### src/rtl/rv32e_pkg.sv
// rtl/rv32e_pkg.sv - shared widths, reset address and fetch entry type for the fetch slice
package rv32e_pkg;

  localparam int XLEN = 32;
  localparam int ILEN = 32;

  localparam logic [XLEN-1:0] RESET_ADDR_DEFAULT = 32'h0000_0000;

  typedef struct packed {
    logic [XLEN-1:0] pc;
    logic [ILEN-1:0] instr;
  } fetch_entry_t;

  // Sequential fetch stride; wraps silently at the top of the address space.
  function automatic logic [XLEN-1:0] next_pc(input logic [XLEN-1:0] pc);
    return pc + XLEN'(4);
  endfunction

endpackage

### src/rtl/instr_fetch_if.sv
// rtl/instr_fetch_if.sv - redirect, instruction-memory and decode handshakes of the fetch unit
interface instr_fetch_if;
  import rv32e_pkg::*;

  logic            redirect_valid;
  logic [XLEN-1:0] redirect_addr;

  logic            imem_req_valid;
  logic            imem_req_ready;
  logic [XLEN-1:0] imem_req_addr;

  logic            imem_rsp_valid;
  logic [ILEN-1:0] imem_rsp_data;

  logic            inst_valid;
  logic            inst_ready;
  logic [ILEN-1:0] inst_data;
  logic [XLEN-1:0] inst_pc;

  modport master (
    input  redirect_valid,
    input  redirect_addr,
    output imem_req_valid,
    input  imem_req_ready,
    output imem_req_addr,
    input  imem_rsp_valid,
    input  imem_rsp_data,
    output inst_valid,
    input  inst_ready,
    output inst_data,
    output inst_pc
  );

  modport slave (
    output redirect_valid,
    output redirect_addr,
    input  imem_req_valid,
    output imem_req_ready,
    input  imem_req_addr,
    output imem_rsp_valid,
    output imem_rsp_data,
    input  inst_valid,
    output inst_ready,
    input  inst_data,
    input  inst_pc
  );

endinterface

### src/rtl/fetch_fifo.sv
// rtl/fetch_fifo.sv - DEPTH-entry synchronous instruction buffer with flush
// Storage resets so an empty buffer after reset presents {RESET_ADDR, 0} at the head.
module fetch_fifo import rv32e_pkg::*; #(
  parameter logic [XLEN-1:0] RESET_ADDR = RESET_ADDR_DEFAULT,
  parameter int              DEPTH      = 2
) (
  input  logic                   clk,
  input  logic                   rst,
  input  logic                   flush,
  input  logic                   push,
  input  fetch_entry_t           push_data,
  input  logic                   pop,
  output fetch_entry_t           head,
  output logic                   valid,
  output logic [$clog2(DEPTH):0] count
);

  localparam int AW = $clog2(DEPTH);
  localparam logic [AW:0] FULL = (AW+1)'(DEPTH);

  fetch_entry_t  mem [DEPTH];
  logic [AW-1:0] wr_ptr;
  logic [AW-1:0] rd_ptr;
  logic [AW:0]   count_q;
  logic          do_push;
  logic          do_pop;

  assign do_pop  = pop && (count_q != '0);
  assign do_push = push && ((count_q != FULL) || do_pop);

  // Flush wins over push/pop: a popped head in a flush cycle is simply gone.
  always_ff @(posedge clk or negedge rst) begin
    if (!rst) begin
      for (int i = 0; i < DEPTH; i++) begin
        mem[i] <= '{pc: RESET_ADDR, instr: '0};
      end
      wr_ptr  <= '0;
      rd_ptr  <= '0;
      count_q <= '0;
    end else if (flush) begin
      wr_ptr  <= '0;
      rd_ptr  <= '0;
      count_q <= '0;
    end else begin
      if (do_push) begin
        mem[wr_ptr] <= push_data;
        wr_ptr      <= wr_ptr + AW'(1);
      end
      if (do_pop) begin
        rd_ptr <= rd_ptr + AW'(1);
      end
      count_q <= count_q + {{AW{1'b0}}, do_push} - {{AW{1'b0}}, do_pop};
    end
  end

  assign head  = mem[rd_ptr];
  assign valid = (count_q != '0);
  assign count = count_q;

endmodule

### src/rtl/instr_fetch.sv
// rtl/instr_fetch.sv - in-order instruction fetch with redirect and bounded in-flight budget
// live/drop track outstanding requests whose responses are kept or discarded after a redirect.
module instr_fetch import rv32e_pkg::*; #(
  parameter logic [XLEN-1:0] RESET_ADDR = RESET_ADDR_DEFAULT,
  parameter int              DEPTH      = 2
) (
  input  logic          clk,
  input  logic          rst,
  instr_fetch_if.master bus
);

  localparam int          CW     = $clog2(DEPTH) + 1;
  localparam logic [CW:0] BUDGET = (CW+1)'(DEPTH);

  logic [XLEN-1:0] fetch_pc;
  logic [XLEN-1:0] rsp_pc;
  logic [CW-1:0]   live;
  logic [CW-1:0]   drop;
  logic [CW-1:0]   count;
  logic [CW:0]     used;

  logic            req_hs;
  logic            rsp_kept;
  logic            rsp_drop;
  logic            pop;
  logic            head_valid;
  fetch_entry_t    push_entry;
  fetch_entry_t    head;

  // Buffer slots are reserved at request time so a response can never find the buffer full.
  assign used               = {1'b0, live} + {1'b0, drop} + {1'b0, count};
  assign bus.imem_req_valid = rst && (used < BUDGET);
  assign bus.imem_req_addr  = fetch_pc;

  assign req_hs     = bus.imem_req_valid && bus.imem_req_ready;
  assign rsp_kept   = bus.imem_rsp_valid && !bus.redirect_valid && (drop == '0);
  assign rsp_drop   = bus.imem_rsp_valid && !bus.redirect_valid && (drop != '0);
  assign pop        = head_valid && bus.inst_ready;
  assign push_entry = '{pc: rsp_pc, instr: bus.imem_rsp_data};

  always_ff @(posedge clk or negedge rst) begin
    if (!rst) begin
      fetch_pc <= RESET_ADDR;
      rsp_pc   <= RESET_ADDR;
      live     <= '0;
      drop     <= '0;
    end else if (bus.redirect_valid) begin
      // Everything still outstanding, including a request accepted this cycle, becomes stale.
      fetch_pc <= bus.redirect_addr;
      rsp_pc   <= bus.redirect_addr;
      live     <= '0;
      drop     <= live + drop + {{(CW-1){1'b0}}, req_hs}
                              - {{(CW-1){1'b0}}, bus.imem_rsp_valid};
    end else begin
      if (req_hs) begin
        fetch_pc <= next_pc(fetch_pc);
      end
      live <= live + {{(CW-1){1'b0}}, req_hs} - {{(CW-1){1'b0}}, rsp_kept};
      if (rsp_drop) begin
        drop <= drop - CW'(1);
      end
      if (rsp_kept) begin
        rsp_pc <= next_pc(rsp_pc);
      end
    end
  end

  fetch_fifo #(
    .RESET_ADDR (RESET_ADDR),
    .DEPTH      (DEPTH)
  ) u_fifo (
    .clk       (clk),
    .rst       (rst),
    .flush     (bus.redirect_valid),
    .push      (rsp_kept),
    .push_data (push_entry),
    .pop       (pop),
    .head      (head),
    .valid     (head_valid),
    .count     (count)
  );

  assign bus.inst_valid = head_valid;
  assign bus.inst_data  = head.instr;
  assign bus.inst_pc    = head.pc;

endmodule

### src/flat_wrapper.sv
// flat-port wrapper written by rule: the top's interface ports become plain ports
module instr_fetch_flat import rv32e_pkg::*;
#(
  parameter logic [XLEN-1:0] RESET_ADDR = RESET_ADDR_DEFAULT,
  parameter int              DEPTH      = 2
)
  (clk, rst, bus_redirect_valid, bus_redirect_addr, bus_imem_req_valid, bus_imem_req_ready, bus_imem_req_addr, bus_imem_rsp_valid, bus_imem_rsp_data, bus_inst_valid, bus_inst_ready, bus_inst_data, bus_inst_pc);
  instr_fetch_if bus_i ();
  input  logic clk;
  input  logic rst;
  input wire logic [$bits(bus_i.redirect_valid)-1:0] bus_redirect_valid;
  input wire logic [$bits(bus_i.redirect_addr)-1:0] bus_redirect_addr;
  output wire logic [$bits(bus_i.imem_req_valid)-1:0] bus_imem_req_valid;
  input wire logic [$bits(bus_i.imem_req_ready)-1:0] bus_imem_req_ready;
  output wire logic [$bits(bus_i.imem_req_addr)-1:0] bus_imem_req_addr;
  input wire logic [$bits(bus_i.imem_rsp_valid)-1:0] bus_imem_rsp_valid;
  input wire logic [$bits(bus_i.imem_rsp_data)-1:0] bus_imem_rsp_data;
  output wire logic [$bits(bus_i.inst_valid)-1:0] bus_inst_valid;
  input wire logic [$bits(bus_i.inst_ready)-1:0] bus_inst_ready;
  output wire logic [$bits(bus_i.inst_data)-1:0] bus_inst_data;
  output wire logic [$bits(bus_i.inst_pc)-1:0] bus_inst_pc;
  assign bus_i.redirect_valid = bus_redirect_valid;
  assign bus_i.redirect_addr = bus_redirect_addr;
  assign bus_imem_req_valid = bus_i.imem_req_valid;
  assign bus_i.imem_req_ready = bus_imem_req_ready;
  assign bus_imem_req_addr = bus_i.imem_req_addr;
  assign bus_i.imem_rsp_valid = bus_imem_rsp_valid;
  assign bus_i.imem_rsp_data = bus_imem_rsp_data;
  assign bus_inst_valid = bus_i.inst_valid;
  assign bus_i.inst_ready = bus_inst_ready;
  assign bus_inst_data = bus_i.inst_data;
  assign bus_inst_pc = bus_i.inst_pc;
  instr_fetch #(.RESET_ADDR(RESET_ADDR), .DEPTH(DEPTH)) u_core (.clk(clk), .rst(rst), .bus(bus_i));
endmodule
### config.mk
export PLATFORM = sky130hd
export DESIGN_NAME = instr_fetch_flat
export DESIGN_NICKNAME = d
export VERILOG_FILES = /design/src/rtl/rv32e_pkg.sv /design/src/rtl/instr_fetch_if.sv /design/src/rtl/fetch_fifo.sv /design/src/rtl/instr_fetch.sv /design/src/flat_wrapper.sv
export SDC_FILE = /design/constraint.sdc
export NUM_CORES = 1
export LEC_CHECK = 0
export BUFFER_PORTS_ARGS = -buffer_cell sky130_fd_sc_hd__buf_2
export CORE_UTILIZATION = 57
export DETAILED_ROUTE_END_ITERATION = 6
export GPL_ROUTABILITY_DRIVEN = 0
export GPL_TIMING_DRIVEN = 1
export MAX_ROUTING_LAYER = met4
export PLACE_DENSITY = 0.81
export SLEW_MARGIN = 20
export SYNTH_ARGS = -nofsm -noshare
export SYNTH_HDL_FRONTEND = slang
export SYNTH_SLANG_ARGS = --single-unit
### constraint.sdc
create_clock -name clk -period 3.1 [get_ports clk]
set_clock_uncertainty 0.1 [all_clocks]
set_input_delay 0.465 -clock clk [delete_from_list [all_inputs] [get_ports clk]]
set_output_delay 0.465 -clock clk [all_outputs]
set_load 0.1 [all_outputs]
# After elaboration in Yosys (flattened, before gate mapping)
# Cells that the tools add are included.
[totals] regBits=200 in_bits=70 out_inout_bits=98 wordCells=71
[classes] n_addsub=14 magnitude_cmp=4 eq_ne=1 mux=18 n_bitwise=3 n_reduce_logical=20
[op_table] cell="two-way mux 64 bit" count=4
[op_table] cell="bitwise mux 128 bit" count=1
[op_table] cell="two-way mux 32 bit" count=4
[op_table] cell="adder 32 x 3 -> 32 bit (second input constant)" count=2
[op_table] cell="demux 64 bit (select 1 bit)" count=1
[op_table] cell="nonzero test 2 bit" count=7
[op_table] cell="logical AND 1 bit" count=9
[op_table] cell="two-way mux 2 bit" count=4
[op_table] cell="adder 2 x 1 -> 2 bit" count=3
[op_table] cell="subtractor 2 x 1 -> 2 bit" count=3
[op_table] cell=">= comparator 2 bit (second input constant)" count=2
[op_table] cell="two-way mux 1 bit" count=4
[op_table] cell="inverter 1 -> 2 bit" count=2
[op_table] cell="adder 2 x 2 -> 3 bit" count=1
[op_table] cell="adder 3 x 2 -> 3 bit" count=1
[op_table] cell="< comparator 3 x 2 -> 1 bit (second input constant)" count=1
[op_table] cell="adder 1 bit (second input constant)" count=2
[op_table] cell="adder 2 bit" count=1
[op_table] cell="zero test 2 bit" count=1
[op_table] cell="< comparator 2 x 1 -> 1 bit (second input constant)" count=1
[op_table] cell="inequality test 2 bit (second input constant)" count=1
[op_table] cell="AND reduction 2 bit" count=1
[op_table] cell="subtractor 2 x 1 -> 2 bit (second input constant)" count=1
[op_table] cell="zero test 1 bit" count=1
[op_table] cell="2 further kinds" count=2

# Depth between registers and ports, before layout
[depth] depth_word=8 ltp_mapped=11 depth_no_buf=11

# Modules after synthesis
# A second synthesis with hierarchy kept.
[unflattened] hier_cells=834 area_unflattened_um2=10259.8
[modules_own_cells] mod="fetch_fifo" n_inst=1 cells_per_inst=364 area_per_inst_um2=5975.7 seq_area_each_um2=3303.2
[modules_own_cells] mod="instr_fetch" n_inst=1 cells_per_inst=470 area_per_inst_um2=4284.1 seq_area_each_um2=1701.6

# Worst setup path before layout
# Ideal clock, no wire load.
[synth_path] path_type="register -> register" start="register u_core.u_fifo.count_q[1], in the netlist u_core.u_fifo.count[1]" end="register u_core.fetch_pc[31], in the netlist u_core.bus.imem_req_addr[31]" setup_ns=0.131 t_arrival_ns=2.615 setup_slack_ns=0.255 stages_incl_launch_ff=10 path_buffers=1 period_less_slack_ns=2.845 cell_sequence="dfrtp_1 -> inv_1 -> fa_1 -> inv_1 -> ha_1 -> nand4b_1 -> or4_1 -> buf_2 -> nor4_1 -> nor4bb_1"
[synth_via] elab_chain_len=5
[synth_rtl] item="from (decl)" line_no="fetch_fifo.sv:24" rtl="logic [AW:0] count_q;"
[synth_rtl] item="from (signal assigned)" line_no="fetch_fifo.sv:52" rtl="count_q <= count_q + {{AW{1'b0}}, do_push} - {{AW{1'b0}}, do_pop};"
[synth_rtl] item="adder 3 x 2 -> 3 bit" line_no="instr_fetch.sv:31" rtl="assign used = {1'b0, live} + {1'b0, drop} + {1'b0, count};"
[synth_rtl] item="< comparator 3 x 2 -> 1 bit" line_no="instr_fetch.sv:32" rtl="assign bus.imem_req_valid = rst && (used < BUDGET);"
[synth_rtl] item="logical AND 1 bit" line_no="instr_fetch.sv:32"
[synth_rtl] item="logical AND 1 bit" line_no="instr_fetch.sv:35" rtl="assign req_hs = bus.imem_req_valid && bus.imem_req_ready;"
[synth_rtl] item="nonzero test 2 bit (no line)"
[synth_rtl] item="to (signal assigned)" line_no="instr_fetch.sv:49" rtl="fetch_pc <= bus.redirect_addr;"
[synth_rtl] item="to (signal assigned)" line_no="instr_fetch.sv:56" rtl="fetch_pc <= next_pc(fetch_pc);"
[synth_rtl] item="to (decl)" line_no="instr_fetch.sv:15" rtl="logic [XLEN-1:0] fetch_pc;"
# Every way passes these cells.
# A chain may end at the register's enable or synchronous reset.

# Worst setup path after layout
[layout_path] start="register u_core.u_fifo.count_q[1], in the netlist u_core.u_fifo.count[1]" end="output port bus_imem_req_valid"
[layout_via] elab_chain_len=3
[layout_rtl] item="adder 3 x 2 -> 3 bit" line_no="instr_fetch.sv:31"
[layout_rtl] item="< comparator 3 x 2 -> 1 bit" line_no="instr_fetch.sv:32"
[layout_rtl] item="logical AND 1 bit" line_no="instr_fetch.sv:32"
[layout_rtl] item="to (decl)" line_no="flat_wrapper.sv:13" rtl="output wire logic [$bits(bus_i.imem_req_valid)-1:0] bus_imem_req_valid;"
# Every way passes these cells.

==> run metrics <==
Max Fclk=0.336 GHz; Crit path top cell by count=inv_1; critical-path cell list=inv_1, fa_1, inv_1, ha_1, xor2_2, and2_1, buf_12; iteration count of the initial detailed-routing pass=5; Arr. time, crit path=2.41 ns; Relative slew margins=32.3%; cell area after layout=11600 sq um; Post-synth EDFFs=0; Final Setup Violations=0; FF+latch count, synth=200; placement row count=47; register area share after synthesis=50.6%; Post-Synth Simple-Gate Area=12.2%; Core Box Area=16800 sq um; Syn Nets=909; Placement Setup Slack=0.160 ns; Post-Syn Area=9900 sq um; Worst Tran Pin Value=1.02 ns; Post-synth top cells=dfrtp_1, mux2_2, nor2_1; post-synth top area share=50.6%; Reg2Reg Setup Slack=0.17 ns; antenna-violating nets left=0; CP max stage delay=0.54 ns; final hold violations=0; die footprint=17900 sq um; RR Startpoint=u_core.u_fifo.count[1]$_DFF_PN0_; Initial Utilization=59.0%; hold slack=0.165 ns; layout cells sized above 1=42.1%; met3 WL=1410 microns; Hold Path Origin=bus_imem_rsp_data[20]; CP Max Fanout=5; post-synthesis xor/xnor area fraction=2.48%; post-synth top area cell=dfrtp_1; Ports=168; max_cap viols=0; CTS buffer count=17; Final Routed Wirelength=22500 microns; Synth Area in Compound Gates=6.76%; dpl cell area=11000 sq um; largest family of logic cells by synthesized area=multiplexers; total track usage=26.6%; asr flop ratio synth=100%; TNS Setup=0 ns; clk sinks=200; area delta synth->final=17.3%; fin. max-slew vios=0; Nets=1059; Setup crit start=u_core.u_fifo.count[1]$_DFF_PN0_; CP Capture Type=output port; Syn. warnings=0; RSZ-0062 raised after global routing=no; Root Driver=clkbuf_16; Reg clk slew, reported paths=0.07 ns; WL per Instance=18.6 microns; Tcrit/Tclk final=95.9%; Top FF cell, synth=dfrtp_1; Die Wd=134 microns; first-pass GRT wire length=35900 microns; Final HPWL DP=15200 microns; post-route worst setup slack=0.126 ns; diode count=0; Setup crit start kind=register; status=finished, final reports clean; # DRC=0; IO buf count=167; die height=134 microns; Final Critical Period=2.97 ns; initial antenna violation count=0; Post-CTS Setup Inserts=0; DR vias/cell=6.06; CTS tree=built; met2 wire len=10300 microns; vias in the first global route=7060; DRT iter0 DRCs=518; most common cell in the netlist=dfrtp_1; CTS Buffer Depth=2; CP required=2.53 ns; pin count of the biggest net entering global routing=189; Synth Area in Adders=1.67%; post-synthesis area per instance=12.0 sq um; synthesized instance count=827; H-tree Lvls=4; Hold Path Class=in2reg; post-synthesis mux area share=23.4%; Cell variety after synth=52; CP max stage cell=fa_1; via count=7325; top sig layer=met4; gr ovfl total=0; Area contributors post-synth=dfrtp_1, mux2_2, xnor2_1, a311oi_1, nor2_1; critical path class=reg2out; worst skew pair latency=0.43 ns; metal1 wirelength=10100 microns
-- worst max-delay path, delay by kind of cell, from the launching register on --
| family | cells | cell delay (ns) |
|---|---|---|
| xor+xnor | 1 | 0.25 |
| buf+inv | 3 | 0.32 |
| simple gates | 1 | 0.23 |
| flops | 1 | 0.38 |
| fa+ha+maj | 2 | 0.78 |
-- what timing repair did --
item,4_1_cts,5_1_grt
resized for setup,0,1
hold buffers,1,0
setup endpoints to repair,0,1
hold endpoints to repair,12,0
-- routing by layer --
layer	global-route usage (%)	up-vias
met1	35.8	3605
met5	-	-
met4	11.1	0
li1	-	3373
met2	40.1	297
met3	4.19	50
-- worst paths after layout --
check                                                      endpoint  depth (start not counted)
setup / recovery                                 bus_imem_req_valid                          7
hold / removal                    u_core.u_fifo.mem[84]$_DFFE_PN0P_                          2
setup reg to reg           u_core.bus.imem_req_addr[27]$_DFFE_PN0P_                          8
hold reg to reg                   u_core.u_fifo.mem[84]$_DFFE_PN0P_                          1
max in group asynchronous         u_core.u_fifo.mem[60]$_DFFE_PN0P_                          3
min in group asynchronous  u_core.bus.imem_req_addr[14]$_DFFE_PN0P_                          2
-- state kept, by name, indices dropped and copies added (netlist names) --
name                      cells
u_core.rsp_pc                32
u_core.live                   2
u_core.drop                   2
u_core.u_fifo.rd_ptr          1
u_core.u_fifo.count           2
u_core.u_fifo.mem           128
u_core.bus.imem_req_addr     32
u_core.u_fifo.wr_ptr          1
-- cells in the final DEF (no fill, tap or decap), drive strengths merged, types with 5 or more instances in the layout --
cell type	synthesis	final
nor4	21	21
and2	5	5
or4	12	12
or3	5	5
inv	22	27
nand2	28	28
and3	15	15
nor2	40	40
ha	10	10
nor2b	14	14
dfrtp	200	200
o31ai	12	12
buf	20	178
a311oi	18	18
a211oi	11	11
and4	11	11
nand4	22	22
a31oi	19	19
o21ai	14	14
clkbuf	29	20
xor2	7	7
nand3	20	20
xnor2	21	21
nor3	13	13
mux2	204	204
a21oi	9	9
-- final cells by class --
class                      count  area (sq um)
clock buffer                  19           453
clock inverter                12           166
fill                        1244          5150
inverter                      23          86.3
multi-input combinational    555          4610
sequential                   200          5010
tap                          220           275
timing repair buffer         180          1010
-- kinds of logic after synthesis --
kind of cell,count (synthesis)
AOI/OAI and AO/OA,95
xor gates and xnor gates,28
adders and majority gates,12
buffers and inverters,72
DFF,200
muxes,206
and+or+nand+nor,214
-- per-stage QoR --
step | instances | util [%]
after CTS | 1209 | 69.2
after detailed placement | 1177 | 65.4
after floorplan | 827 | -
after global routing | 1209 | 69.2
after global placement | 1177 | 65.4
final | 1209 | 69.2
Power is left out: the tool's default activity adds up to more than one toggle a clock period on the data nets, which glitch-free logic cannot reach.
